$ cat config.mk
export PLATFORM = sky130hd
export DESIGN_NAME = id_ex_stage_flat
export DESIGN_NICKNAME = d
export VERILOG_FILES = /design/src/rtl/id_ex_stage_if.sv /design/src/rtl/id_ex_stage.sv /design/src/flat_wrapper.sv
export SDC_FILE = /design/constraint.sdc
export NUM_CORES = 1
export LEC_CHECK = 0
export ABC_AREA = 1
export CAP_MARGIN = 20
export CORE_UTILIZATION = 30
export DETAILED_ROUTE_END_ITERATION = 6
export HOLD_SLACK_MARGIN = 0.02
export SLEW_MARGIN = 20
export SYNTH_ARGS = -nofsm -noshare
export SYNTH_HDL_FRONTEND = slang
export SYNTH_SLANG_ARGS = --single-unit
$ cat constraint.sdc
create_clock -name clk -period 1.7 [get_ports clk]
set_clock_uncertainty 0.1 [all_clocks]
set_input_delay 0.34 -clock clk [delete_from_list [all_inputs] [get_ports clk]]
set_output_delay 0.34 -clock clk [all_outputs]
set_load 0.005 [all_outputs]
$ cat src/rtl/id_ex_stage_if.sv
// Bus between ID, the forwarding sources (EX/MEM, MEM/WB) and the ID/EX stage.
// The stage takes the slave side; the surrounding pipeline drives the master side.
interface id_ex_stage_if #(
  parameter int DSIZE = 16,
  parameter int ASIZE = 4
);
  logic             flush;
  logic             id_valid;
  logic [2:0]       id_op;
  logic [ASIZE-1:0] id_rs1;
  logic [ASIZE-1:0] id_rs2;
  logic [ASIZE-1:0] id_rd;
  logic [DSIZE-1:0] id_rdata1;
  logic [DSIZE-1:0] id_rdata2;
  logic [DSIZE-1:0] id_imm;
  logic             id_use_imm;
  logic             id_wen;
  logic             id_memrd;
  logic             id_memwr;
  logic             id_branch;

  logic [ASIZE-1:0] exmem_rd;
  logic             exmem_wen;
  logic             exmem_memrd;
  logic [DSIZE-1:0] exmem_result;
  logic [ASIZE-1:0] memwb_rd;
  logic             memwb_wen;
  logic [DSIZE-1:0] memwb_result;

  logic             stall;
  logic             ex_valid;
  logic             ex_wen;
  logic             ex_memrd;
  logic             ex_memwr;
  logic             ex_branch;
  logic [2:0]       ex_op;
  logic [ASIZE-1:0] ex_rd;
  logic [DSIZE-1:0] ex_a;
  logic [DSIZE-1:0] ex_b;
  logic [DSIZE-1:0] ex_store_data;

  modport master (
    output flush, id_valid, id_op, id_rs1, id_rs2, id_rd, id_rdata1, id_rdata2,
           id_imm, id_use_imm, id_wen, id_memrd, id_memwr, id_branch,
           exmem_rd, exmem_wen, exmem_memrd, exmem_result,
           memwb_rd, memwb_wen, memwb_result,
    input  stall, ex_valid, ex_wen, ex_memrd, ex_memwr, ex_branch, ex_op, ex_rd,
           ex_a, ex_b, ex_store_data
  );

  modport slave (
    input  flush, id_valid, id_op, id_rs1, id_rs2, id_rd, id_rdata1, id_rdata2,
           id_imm, id_use_imm, id_wen, id_memrd, id_memwr, id_branch,
           exmem_rd, exmem_wen, exmem_memrd, exmem_result,
           memwb_rd, memwb_wen, memwb_result,
    output stall, ex_valid, ex_wen, ex_memrd, ex_memwr, ex_branch, ex_op, ex_rd,
           ex_a, ex_b, ex_store_data
  );
endinterface

$ cat src/rtl/id_ex_stage.sv
// ID/EX pipeline register with EX/MEM and MEM/WB operand forwarding and
// load-use hazard detection (stall toward IF/ID plus bubble insertion).
module id_ex_stage #(
  parameter int DSIZE = 16,
  parameter int ASIZE = 4
) (
  input  logic          clk,
  input  logic          rst,
  id_ex_stage_if.slave  bus
);

  typedef struct packed {
    logic             valid;
    logic [2:0]       op;
    logic [ASIZE-1:0] rs1;
    logic [ASIZE-1:0] rs2;
    logic [ASIZE-1:0] rd;
    logic [DSIZE-1:0] rdata1;
    logic [DSIZE-1:0] rdata2;
    logic [DSIZE-1:0] imm;
    logic             use_imm;
    logic             wen;
    logic             memrd;
    logic             memwr;
    logic             branch;
  } stage_t;

  stage_t           stage_q, stage_d;
  logic             load_use;
  logic             exmem_fwd_ok, memwb_fwd_ok;
  logic [DSIZE-1:0] fwd1, fwd2;

  // Only the rs2 comparison is exempted for immediates: a store still needs rs2 as data.
  always_comb begin
    load_use = bus.id_valid && stage_q.valid && stage_q.memrd && (stage_q.rd != '0) &&
               ((stage_q.rd == bus.id_rs1) ||
                ((stage_q.rd == bus.id_rs2) && (!bus.id_use_imm || bus.id_memwr)));
  end

  always_comb begin
    // NOTE: default first so every path assigns stage_d; no latch can be inferred.
    stage_d = '0;
    if (!bus.flush && !load_use) begin
      stage_d.valid   = bus.id_valid;
      stage_d.op      = bus.id_op;
      stage_d.rs1     = bus.id_rs1;
      stage_d.rs2     = bus.id_rs2;
      stage_d.rd      = bus.id_rd;
      stage_d.rdata1  = bus.id_rdata1;
      stage_d.rdata2  = bus.id_rdata2;
      stage_d.imm     = bus.id_imm;
      stage_d.use_imm = bus.id_use_imm;
      stage_d.wen     = bus.id_wen    & bus.id_valid;
      stage_d.memrd   = bus.id_memrd  & bus.id_valid;
      stage_d.memwr   = bus.id_memwr  & bus.id_valid;
      stage_d.branch  = bus.id_branch & bus.id_valid;
    end
  end

  // NOTE: sequential state uses non-blocking assignment so all flops update together.
  always_ff @(posedge clk or negedge rst) begin
    if (!rst) stage_q <= '0;
    else      stage_q <= stage_d;
  end

  // A load sitting in EX/MEM has no data yet; the load-use stall covers that case.
  assign exmem_fwd_ok = bus.exmem_wen && !bus.exmem_memrd && (bus.exmem_rd != '0);
  assign memwb_fwd_ok = bus.memwb_wen && (bus.memwb_rd != '0);

  always_comb begin
    fwd1 = stage_q.rdata1;
    if (exmem_fwd_ok && (bus.exmem_rd == stage_q.rs1))      fwd1 = bus.exmem_result;
    else if (memwb_fwd_ok && (bus.memwb_rd == stage_q.rs1)) fwd1 = bus.memwb_result;

    fwd2 = stage_q.rdata2;
    if (exmem_fwd_ok && (bus.exmem_rd == stage_q.rs2))      fwd2 = bus.exmem_result;
    else if (memwb_fwd_ok && (bus.memwb_rd == stage_q.rs2)) fwd2 = bus.memwb_result;
  end

  assign bus.stall         = load_use;
  assign bus.ex_valid      = stage_q.valid;
  assign bus.ex_op         = stage_q.op;
  assign bus.ex_rd         = stage_q.rd;
  assign bus.ex_wen        = stage_q.wen;
  assign bus.ex_memrd      = stage_q.memrd;
  assign bus.ex_memwr      = stage_q.memwr;
  assign bus.ex_branch     = stage_q.branch;
  assign bus.ex_a          = fwd1;
  assign bus.ex_b          = stage_q.use_imm ? stage_q.imm : fwd2;
  assign bus.ex_store_data = fwd2;

endmodule

$ cat src/flat_wrapper.sv
// flat-port wrapper written by rule: the top's interface ports become plain ports
module id_ex_stage_flat 
#(
  parameter int DSIZE = 16,
  parameter int ASIZE = 4
)
  (clk, rst, bus_flush, bus_id_valid, bus_id_op, bus_id_rs1, bus_id_rs2, bus_id_rd, bus_id_rdata1, bus_id_rdata2, bus_id_imm, bus_id_use_imm, bus_id_wen, bus_id_memrd, bus_id_memwr, bus_id_branch, bus_exmem_rd, bus_exmem_wen, bus_exmem_memrd, bus_exmem_result, bus_memwb_rd, bus_memwb_wen, bus_memwb_result, bus_stall, bus_ex_valid, bus_ex_wen, bus_ex_memrd, bus_ex_memwr, bus_ex_branch, bus_ex_op, bus_ex_rd, bus_ex_a, bus_ex_b, bus_ex_store_data);
  id_ex_stage_if #(.DSIZE(DSIZE), .ASIZE(ASIZE)) bus_i ();
  input  logic clk;
  input  logic rst;
  input wire logic [$bits(bus_i.flush)-1:0] bus_flush;
  input wire logic [$bits(bus_i.id_valid)-1:0] bus_id_valid;
  input wire logic [$bits(bus_i.id_op)-1:0] bus_id_op;
  input wire logic [$bits(bus_i.id_rs1)-1:0] bus_id_rs1;
  input wire logic [$bits(bus_i.id_rs2)-1:0] bus_id_rs2;
  input wire logic [$bits(bus_i.id_rd)-1:0] bus_id_rd;
  input wire logic [$bits(bus_i.id_rdata1)-1:0] bus_id_rdata1;
  input wire logic [$bits(bus_i.id_rdata2)-1:0] bus_id_rdata2;
  input wire logic [$bits(bus_i.id_imm)-1:0] bus_id_imm;
  input wire logic [$bits(bus_i.id_use_imm)-1:0] bus_id_use_imm;
  input wire logic [$bits(bus_i.id_wen)-1:0] bus_id_wen;
  input wire logic [$bits(bus_i.id_memrd)-1:0] bus_id_memrd;
  input wire logic [$bits(bus_i.id_memwr)-1:0] bus_id_memwr;
  input wire logic [$bits(bus_i.id_branch)-1:0] bus_id_branch;
  input wire logic [$bits(bus_i.exmem_rd)-1:0] bus_exmem_rd;
  input wire logic [$bits(bus_i.exmem_wen)-1:0] bus_exmem_wen;
  input wire logic [$bits(bus_i.exmem_memrd)-1:0] bus_exmem_memrd;
  input wire logic [$bits(bus_i.exmem_result)-1:0] bus_exmem_result;
  input wire logic [$bits(bus_i.memwb_rd)-1:0] bus_memwb_rd;
  input wire logic [$bits(bus_i.memwb_wen)-1:0] bus_memwb_wen;
  input wire logic [$bits(bus_i.memwb_result)-1:0] bus_memwb_result;
  output wire logic [$bits(bus_i.stall)-1:0] bus_stall;
  output wire logic [$bits(bus_i.ex_valid)-1:0] bus_ex_valid;
  output wire logic [$bits(bus_i.ex_wen)-1:0] bus_ex_wen;
  output wire logic [$bits(bus_i.ex_memrd)-1:0] bus_ex_memrd;
  output wire logic [$bits(bus_i.ex_memwr)-1:0] bus_ex_memwr;
  output wire logic [$bits(bus_i.ex_branch)-1:0] bus_ex_branch;
  output wire logic [$bits(bus_i.ex_op)-1:0] bus_ex_op;
  output wire logic [$bits(bus_i.ex_rd)-1:0] bus_ex_rd;
  output wire logic [$bits(bus_i.ex_a)-1:0] bus_ex_a;
  output wire logic [$bits(bus_i.ex_b)-1:0] bus_ex_b;
  output wire logic [$bits(bus_i.ex_store_data)-1:0] bus_ex_store_data;
  assign bus_i.flush = bus_flush;
  assign bus_i.id_valid = bus_id_valid;
  assign bus_i.id_op = bus_id_op;
  assign bus_i.id_rs1 = bus_id_rs1;
  assign bus_i.id_rs2 = bus_id_rs2;
  assign bus_i.id_rd = bus_id_rd;
  assign bus_i.id_rdata1 = bus_id_rdata1;
  assign bus_i.id_rdata2 = bus_id_rdata2;
  assign bus_i.id_imm = bus_id_imm;
  assign bus_i.id_use_imm = bus_id_use_imm;
  assign bus_i.id_wen = bus_id_wen;
  assign bus_i.id_memrd = bus_id_memrd;
  assign bus_i.id_memwr = bus_id_memwr;
  assign bus_i.id_branch = bus_id_branch;
  assign bus_i.exmem_rd = bus_exmem_rd;
  assign bus_i.exmem_wen = bus_exmem_wen;
  assign bus_i.exmem_memrd = bus_exmem_memrd;
  assign bus_i.exmem_result = bus_exmem_result;
  assign bus_i.memwb_rd = bus_memwb_rd;
  assign bus_i.memwb_wen = bus_memwb_wen;
  assign bus_i.memwb_result = bus_memwb_result;
  assign bus_stall = bus_i.stall;
  assign bus_ex_valid = bus_i.ex_valid;
  assign bus_ex_wen = bus_i.ex_wen;
  assign bus_ex_memrd = bus_i.ex_memrd;
  assign bus_ex_memwr = bus_i.ex_memwr;
  assign bus_ex_branch = bus_i.ex_branch;
  assign bus_ex_op = bus_i.ex_op;
  assign bus_ex_rd = bus_i.ex_rd;
  assign bus_ex_a = bus_i.ex_a;
  assign bus_ex_b = bus_i.ex_b;
  assign bus_ex_store_data = bus_i.ex_store_data;
  id_ex_stage #(.DSIZE(DSIZE), .ASIZE(ASIZE)) u_core (.clk(clk), .rst(rst), .bus(bus_i));
endmodule
Yosys cells after proc, flatten, opt, wreduce, memory -nomap -nowiden
Index checks and enable logic that the tools add are counted.

word-level totals
  output and inout bits = 61
  register bits = 69
  logic and storage cells = 51
  input bits = 115

operators by class
  equality and inequality tests = 6
  muxes and demuxes = 6
  bitwise operators = 4
  reduce and logical (&&, ||, !) cells = 22

operators by type and width
  kind                 count
  $mux W16             5
  $mux W69             1
  $eq A4 B4 Y1         6
  $logic_and A1 B1 Y1  13
  $reduce_bool A4 Y1   3
  $and A1 B1 Y1        4
  $logic_not A1 Y1     4
  $logic_or A1 B1 Y1   2

Depth between registers and ports, before layout
  depth in word-level cells = 8
  depth in mapped cells = 11
  depth with buffers taken out = 9

Worst setup path before layout
Ideal clock, no wire load.

  path kind = register -> output
  start point = reg u_core.stage_q[57] (netlist bit)
  end point = out bus_ex_store_data[10]
  path buffers = 1
  data arrival time = 1284 ps
  required time = 1260 ps
  stages on the path, launching flop included = 8
  path slack = -24 ps
  cells stage by stage = dfrtp_1 xor2_1 nor2_1 nand3_2 inv_2 buf_4 nand2_1 and2_1

on the way
  cells in the longest elaborated chain, start to end = 4
  elaborated cells on any way between the ends = 6
  those cells by class = eq/ne: 2; mux: 2; reduce/logical: 2

RTL lines
  item                      line                RTL
  start: declaration        id_ex_stage.sv:28   stage_t stage_q, stage_d;
  start signal: assignment  id_ex_stage.sv:63   else stage_q <= stage_d;
  $eq A4 B4 Y1              id_ex_stage.sv:77   else if (memwb_fwd_ok && (bus.memwb_rd == stage_q.rs2)) fwd2 = bus.memwb_result;
  $logic_and A1 B1 Y1       id_ex_stage.sv:77
  $mux W16                  id_ex_stage.sv:77
  $mux W16 *                id_ex_stage.sv:76   if (exmem_fwd_ok && (bus.exmem_rd == stage_q.rs2)) fwd2 = bus.exmem_result;
  end: declaration          flat_wrapper.sv:42  output wire logic [$bits(bus_i.ex_store_data)-1:0] bus_ex_store_data;

Every way passes the cells marked *; elsewhere a longest branch is shown, timed or not.

Worst setup path after layout
  start point = reg u_core.stage_q[59] (netlist bit)
  end point = out bus_ex_store_data[9]

The elaborated chain is that of the path after synthesis.

==> results.txt <==
----------------------------------------------------
[Place]
  Count of placed standard cells including taps ... 908
  Count of buffers from port buffering ... 175
  Gpl congestion ... 0.871
  Half-perimeter wire length after detailed placement ... 10200 um

[Timing]
  Final Slew Violations ... 0
  Setup-failing EPs final ... 82
  Rel. slew slack ... 72.5%
  Final clock period utilization by the worst path ... 142%
  Hold Fails Final Rpt ... 0
  Final-layout setup total negative slack ... -31.74 ns
  Setup repair after global routing missed its margin ... yes
  Setup ws final ... -0.707 ns
  Transition time at the pin with the least slew margin ... 0.413 ns
  Highest Clock Rate ... 416 MHz
  Min cycle time layout ... 2.41 ns

[Die]
  Total die area ... 13600 um^2
  Die width ... 117 um
  Die height ... 117 um
  Top-level port count ... 176
  Starting density of the core ... 31.1%
  Row cnt ... 41
  Floorplan Core Area ... 12700 um^2

[CTS]
  Bufs on Longest Clock Path ... 2
  H-Tree Depth ... 3
  CTS tree ... done
  Root cell of the clock tree ... clkbuf_16
  Clock Latency Late Sink ... 0.33 ns
  Clock sink count ... 69
  TritonCTS Buffers ... 9
  Clock input transition at the sequential cells of the worst setup and hold paths ... 0.06 ns

[Global route]
  Antenna violations before repair ... 0
  Total global routing overflow ... 0
  Maximum number of pins on one net before global-route repair ... 31
  Wire length of the first global-routing pass ... 23300 um
  Via count of the first global-routing pass ... 4441
  Combined global-route utilization of all metal layers ... 23.0%

[Yosys]
  Area of the mapped netlist ... 3960 um^2
  Syn_nets ... 658
  Area share of the largest cell type after synthesis ... 43.7%
  Synth Area per Inst ... 7.28 um^2
  Cell type with the highest aggregate area in the netlist ... dfrtp_1
  Top area cells in the synthesized netlist ... dfrtp_1 (44%), nand2_1 (12%), inv_1 (10%)
  Part of the Yosys area used for sequential elements ... 43.7%
  Netlist cell types ... 27
  Flip-flop and latch count after synthesis ... 69
  Synthesized netlist cell count ... 543
  Total of warnings raised by yosys ... 0

[Detailed routing]
  Met3 wire length ... 705 um
  1st-iter DRT viols ... 282
  Antenna Nets Post-Route ... 0
  Total wirelength of the detailed-routed design ... 16000 um
  Average wire length per cell after detail routing ... 16.4 um
  Routed metal-1 wire length ... 6700 um
  DR vias/cell ... 4.44
  1st-pass router iterations ... 7
  Number of remaining DRC errors ... 0
  Met2 wire length ... 8170 um
  Via count ... 4350
  Top layer in use ... met4

[Pwr]
  IR drop worst, VDD ... 393 uV
  Areal power density over the cells ... 720 nW/um^2
  Leakage ... 4.08 nW
  Total power draw ... 5.53 mW

[Run status]
  Failing checks ... setup timing
  Result of the run ... finished, violations left

[Layout]
  Number of standard cells in the final layout excluding fillers ... 979
  Number of antenna repair diodes ... 0
  Most common library cell in the layout ignoring fill and taps ... nand2_1
  Final layout net count ... 917
  Synth-to-Final Area Change ... 94.2%
  Share of layout cells above drive strength 1 ... 36.7%
  Top library cells by usage in the layout, fill and taps aside ... nand2_1 (109), clkdlybuf4s50_1 (107), inv_1 (103)
  Count of fill cells added during filler insertion ... 1116

[Worst setup path]
  Crit path DAT ... 1.97 ns
  Setup slack of the most critical reg-to-reg path ... -0.03 ns
  Maximum net fanout on the critical path ... 7
  List of cells traversed by the critical path ... nand2_2, nand2_4, nor2_8, buf_6, nand3_4, buf_6, nand2_4, nand3_4, and2_4, buf_6
  RR Startpoint ... u_core.bus.ex_rd[0]$_DFF_PN0_
  Start-to-end type of the worst setup path ... flop to primary output
  CP max stage delay ... 0.45 ns
  Type of element launching the critical path ... flop
  Most frequent cell on the critical path ... buf_6
  Worst reg2reg path depth ... 9
  Reg2Reg Capture Point ... u_core.stage_q[30]$_DFF_PN0_
  Required @ worst endpoint ... 1.26 ns
  Critical Path End Type ... primary output
  Critical path's slowest cell ... dfrtp_2

[Worst hold path]
  Hold path startpoint ... bus_id_rs1[0]
  Depth of the worst hold-timing path ... 4
  Endpoint of the worst hold-timing path ... u_core.stage_q[61]$_DFF_PN0_
  Kind of path behind the tightest hold check ... input port to flop

[Job]
  Reported max-cap violation count ... 0

----------------------------------------------------
==> critical path: cells and delay by family, from the launching register on <==
kind | cells | cell delay, ns
AND/OR/NAND/NOR | 7 | 0.78
flip-flops | 1 | 0.45
buffers and inverters | 3 | 0.39
==> how the worst max path moves through the flow <==
stage	from	endpoint	slack, ns	cells past startpoint
after floorplan	u_core.stage_q[57]$_DFF_PN0_	bus_ex_store_data[10]	0.01	8
after global placement	bus_exmem_rd[3]	bus_ex_a[2]	-1.10	9
after detailed placement	bus_memwb_rd[2]	bus_ex_a[12]	-1.15	11
after CTS	u_core.stage_q[60]$_DFF_PN0_	bus_ex_store_data[1]	-0.70	11
after global routing	u_core.stage_q[59]$_DFF_PN0_	bus_ex_store_data[3]	-0.80	11
final	u_core.stage_q[59]$_DFF_PN0_	bus_ex_store_data[9]	-0.71	10
==> sequential cells by signal, indices dropped and copies added, names as in the netlist <==
signal / flops
u_core.bus.ex_branch: 1
u_core.bus.ex_memwr: 1
u_core.bus.ex_rd: 4
u_core.stage_q: 57
u_core.bus.ex_valid: 1
u_core.bus.ex_op: 3
u_core.bus.ex_memrd: 1
u_core.bus.ex_wen: 1
==> Yosys cell counts, drive strengths merged <==
library cell,instances
nand2,140
inv,114
nor2,82
dfrtp,69
nand3,36
buf,25
and2,16
nand4,16
o211ai,16
xor2,13
xnor2,5
clkbuf,3
o21ai,3
a21oi,2
a31oi,1
nand3b,1
nor3,1
==> metal layers <==
metal | global-route usage [%] | up-vias
li1 | - | 2137
met1 | 29.0 | 2051
met2 | 39.3 | 135
met3 | 3.14 | 27
met4 | 10.8 | 0
met5 | 0 | -
==> timing repair <==
action	4_1_cts	5_1_grt
gates cloned	11	7
hold buffers	1	0
endpoints found under the setup margin	122	118
pin swaps	77	41
gates resized for setup	331	69
buffers inserted	37	2
hold endpoints to repair	28	0
==> cells by family (layout without fill, tap and decap cells) <==
family                 count (synthesis)  after routing  synth area share (%)
AND/OR/NAND/NOR                      292            294                  32.9
buffers and inverters                142            404                  15.3
XOR/XNOR                              18             18                  3.99
AO/OA/AOI/OAI                         22             22                  4.11
flip-flops                            69             69                  43.7
==> final cells by class <==
class	count	area, um^2	share of cell area (%)
Timing Repair Buffer	273	2790	36.3
Multi-Input combinational cell	334	2110	27.5
Sequential cell	69	1730	22.5
Inverter	114	445	5.80
Clock buffer	11	253	3.29
Tap cell	172	215	2.80
Clock inverter	5	129	1.68
Timing Repair inverter	1	7.51	0.0978
==> through the flow <==
stage | utilization (%) | worst slack, ns | hold WS [ns] | area [um^2]
floorplan | - | 0.00961 | -0.0556 | 3960
global placement | 48.7 | -1.10 | 0.195 | 6190
detailed placement | 48.7 | -1.15 | 0.201 | 6190
CTS | 57.8 | -0.704 | 0.381 | 7360
global route | 60.4 | -0.797 | 0.322 | 7680
finish | 60.4 | -0.707 | 0.299 | 7680
==> report_power, final <==
group	internal [mW]	switching [mW]
sequential	1.73	0.0442
clock	1.67	0.724
combinational	0.772	0.594
No activity file was read; power rests on OpenSTA's default activity.
==> edit 1: new RTL, config.mk and constraints unchanged <==
`ASIZE` is set to 4 in 3 places; all go to 8.
--- a/src/rtl/id_ex_stage_if.sv
+++ b/src/rtl/id_ex_stage_if.sv
@@ -2,7 +2,7 @@
 // The stage takes the slave side; the surrounding pipeline drives the master side.
 interface id_ex_stage_if #(
   parameter int DSIZE = 16,
-  parameter int ASIZE = 4
+  parameter int ASIZE = 8
 );
   logic             flush;
   logic             id_valid;
--- a/src/rtl/id_ex_stage.sv
+++ b/src/rtl/id_ex_stage.sv
@@ -2,7 +2,7 @@
 // load-use hazard detection (stall toward IF/ID plus bubble insertion).
 module id_ex_stage #(
   parameter int DSIZE = 16,
-  parameter int ASIZE = 4
+  parameter int ASIZE = 8
 ) (
   input  logic          clk,
   input  logic          rst,
--- a/src/flat_wrapper.sv
+++ b/src/flat_wrapper.sv
@@ -2,7 +2,7 @@
 module id_ex_stage_flat 
 #(
   parameter int DSIZE = 16,
-  parameter int ASIZE = 4
+  parameter int ASIZE = 8
 )
   (clk, rst, bus_flush, bus_id_valid, bus_id_op, bus_id_rs1, bus_id_rs2, bus_id_rd, bus_id_rdata1, bus_id_rdata2, bus_id_imm, bus_id_use_imm, bus_id_wen, bus_id_memrd, bus_id_memwr, bus_id_branch, bus_exmem_rd, bus_exmem_wen, bus_exmem_memrd, bus_exmem_result, bus_memwb_rd, bus_memwb_wen, bus_memwb_result, bus_stall, bus_ex_valid, bus_ex_wen, bus_ex_memrd, bus_ex_memwr, bus_ex_branch, bus_ex_op, bus_ex_rd, bus_ex_a, bus_ex_b, bus_ex_store_data);
   id_ex_stage_if #(.DSIZE(DSIZE), .ASIZE(ASIZE)) bus_i ();
Interface: changed (6 resized); port bits go from 176 to 200. The function was not compared with the original's and may differ.
==> edit 1 against the unedited design <==
The flow still finishes with violations (setup timing). Worst setup slack worse by 0.084 ns. Synthesized cell count is 29% higher. Total power grew 4.0%. Global-route usage shrank 1.1 points. Clock power decreased by 12%. Synthesized area is 33% higher. Final area rose by 28%. Sequential cell count rose by 12. Routed wire length grew 23%. Via count grew 21%. Critical endpoint is now bus_ex_store_data[5]. Largest cell class is now multi-input combinational cells. Highest routed layer unchanged.
==> edit 1: results (changes against the unedited design) <==
----------------------------------------------------
[Status]
  Status ... finished with violations
  Failing checks ... setup timing

[Placement]
  Routability Congestion ... 0.8357 (-4.0%)
  Setup Slack @ Placement ... -1.254 ns (-0.1085 ns)
  Count of buffers from port buffering ... 199 (+14%)

[Yosys]
  Net Count, Synth ... 833 (+27%)
  Compound-Gate Fraction of Synth Area ... 0.3338% (-3.8 points)
  Cell count after synthesis ... 698 (+29%)
  Fraction of synthesized cell area in xor and xnor cells ... 5.341% (+1.4 points)

[Critical path]
  Longest individual stage delay on the worst path ... 0.42 ns (-0.03 ns)
  Standard cell with the maximum stage delay on the critical path ... sky130_fd_sc_hd__dfrtp_1
  Capturing point of the worst reg2reg path ... u_core.stage_q[63]$_DFF_PN0_
  Reg2Reg Launch Point ... u_core.bus.ex_rd[4]$_DFF_PN0_
  Endpoint of the worst setup timing path ... bus_ex_store_data[5]
  CP Max Fanout ... 5 (-2)
  Critical Path AT ... 2.05 ns (+0.08 ns)

[Cells and area]
  Flip-flop count of the largest register after layout ... 65 (+14%)
  Count of nets after finishing ... 1124 (+23%)
  Layout fillers ... 1515 (+36%)
  Fraction of layout instances using a drive strength above 1 ... 42.76% (+6.1 points)

[STA]
  Sum Neg Setup Slack ... -42.50 ns (-10.76 ns)
  Final setup margin ... -0.7905 ns (-0.08398 ns)
  Finish-stage setup viols ... 120 (+46%)

[Power and ir drop]
  VDD IR max ... 0.0004693 V (+19%)
  Internal Dissipation ... 4.155 mW (-0.22%)
  Static leakage ... 4.956 nW (+22%)

[Drt]
  Total detailed-routing wirelength ... 19670 µm (+23%)
  Per-cell via count in the routed design ... 4.344 (-2.2%)

[Clock tree]
  Number of resized instances in the post-cts repair step ... 387 (+17%)

[Min path]
  Endpoint with the worst hold slack ... u_core.stage_q[67]$_DFF_PN0_
  Worst Hold Launch ... bus_id_rs2[6]

[GRT]
  Via count of the first global-routing pass ... 5220 (+18%)
  Wire length of the first global-routing pass ... 29630 µm (+27%)
  Largest net degree at the start of global routing ... 28 (-9.7%)

----------------------------------------------------
[edit 1: cell type report]
| cell class | count | share of cell area (%) |
|---|---|---|
| Clock buffer | 9 | 2.291 |
| Sequential cell | 81 | 20.64 |
| Clock inverter | 7 | 0.9544 |
| Timing Repair Buffer | 313 | 33.51 |
| Inverter | 142 | 5.548 |
| Tap cell | 220 | 2.800 |
| Multi-Input combinational cell | 442 | 34.26 |
[edit 1: power by group through the flow]
stage                     registers [mW]  logic (mW)  clock network [mW]
after floorplan                     2.10       0.478                   0
final                               2.09        1.55                2.11
after global placement              2.11        1.21                   0
after global routing                2.10        1.67                2.23
after detailed placement            2.12        1.22                   0
after CTS                           2.08        1.40                2.14
[edit 1: metal layers]
metal / wire (µm) / vias to the layer above / global-route usage (%)
met3: 839 / 22 / 3.401
li1: - / 2648 / -
met5: 0 / - / 0
met1: 8692 / 2470 / 29.29
met2: 9848 / 134 / 36.53
met4: 291 / 0 / 6.305
==> edit 2: new RTL, same settings <==
Made on the original files. Make the reset (`rst`) synchronous in one clocked block.
--- a/src/rtl/id_ex_stage.sv
+++ b/src/rtl/id_ex_stage.sv
@@ -58,7 +58,7 @@
   end
 
   // NOTE: sequential state uses non-blocking assignment so all flops update together.
-  always_ff @(posedge clk or negedge rst) begin
+  always_ff @(posedge clk) begin
     if (!rst) stage_q <= '0;
     else      stage_q <= stage_d;
   end
Formal check against the unedited RTL: differs if rst is asserted again (counterexample within 4 cycles, from zero or initial values and one cycle with rst low); with rst held inactive, the same outputs for 10 cycles.
==> edit 2 against the unedited design <==
The run still ends with setup timing left. Clock power decreased by 22%. Sequential cell count stayed put. Synthesized area is 7.6% lower. Final area fell by 8.9%. Routed wire length decreased by 13%. Total power is 15% lower. Critical path type unchanged. Sequential share of layout area shrank 2.3 points. Worst setup slack gained 0.076 ns.
==> edit 2: results (changes against the unedited design) <==
----------------------------------------------------
[Drt]
  Met1 routed wirelength after detailed routing ... 6015 µm (-10%)
  Per-cell via count in the routed design ... 4.368 (-1.7%)

[Yosys]
  Share of the yosys chip area belonging to registers ... 37.80% (-5.9 points)
  Top flip-flop cell by instance count after synthesis ... sky130_fd_sc_hd__dfxtp_1
  Fraction of synthesized cell area in xor and xnor cells ... 4.553% (+0.57 points)
  Most common library cells after synthesis ... 126 x sky130_fd_sc_hd__nand2_1, 109 x sky130_fd_sc_hd__inv_1, 80 x sky130_fd_sc_hd__nor2_1, 69 x sky130_fd_sc_hd__dfxtp_1, 24 x sky130_fd_sc_hd__nand3_1

[STA]
  Headroom to the max-slew limit ... 76.26% (+3.8 points)
  Finish-stage setup viols ... 49 (-40%)
  Final setup margin ... -0.6306 ns (+0.07594 ns)

[GRT]
  Wire length of the first global-routing pass ... 21320 µm (-8.4%)
  Largest net degree at the start of global routing ... 17 (-45%)
  Met3 Resource Use GR ... 4.266% (+1.1 points)
  Met1 track demand over resource in global routing ... 26.92% (-2.1 points)

[Status]
  Status ... finished with violations
  Failing checks ... setup timing

[Critical path]
  Worst R2R Setup Slack ... 0.09 ns (+0.12 ns)
  Critical Path AT ... 1.89 ns (-0.08 ns)
  Standard cell with the maximum stage delay on the critical path ... sky130_fd_sc_hd__dfxtp_4
  Reg2Reg Launch Point ... u_core.bus.ex_rd[1]$_SDFF_PN0_

[Power and ir drop]
  Static leakage ... 3.654 nW (-10%)
  VDD IR max ... 0.0005098 V (+30%)
  Switching share of power ... 26.10% (+1.5 points)

[Cells and area]
  Fraction of layout instances using a drive strength above 1 ... 35.89% (-0.78 points)
  Layout fillers ... 1039 (-6.9%)

[Min path]
  Worst Hold Launch ... bus_id_rs1[3]

----------------------------------------------------
-- edit 2: repair_timing --
item                       4_1_cts  5_1_grt
resized for setup              361       49
buffers inserted                32        2
setup endpoints to repair      107      119
hold endpoints to repair         0        0
pin swaps                       56       45
cloned                           7        3
-- edit 2: cell type report --
cell class                      instances  share of cell area, %
Clock buffer                           10                  3.273
Timing Repair Buffer                  263                  37.04
Clock inverter                          6                 0.9120
Inverter                              113                  6.170
Sequential cell                        69                  20.21
Tap cell                              143                  2.557
Multi-Input combinational cell        333                  29.85
-- edit 2: power groups by stage --
stage               sequential, mW  combinational (mW)  clock [mW]
finish                        1.71                1.10        1.86
global route                  1.72                1.19        1.97
CTS                           1.71                1.04        1.88
detailed placement            1.75               0.939           0
global placement              1.74               0.935           0
floorplan                     1.74               0.339           0
-- edit 2: through the flow --
step	hold slack (ns)	power, mW
floorplan	0.3522	2.078
global placement	0.7647	2.679
detailed placement	0.7662	2.685
CTS	0.2875	4.634
global route	0.2894	4.875
finish	0.2924	4.673
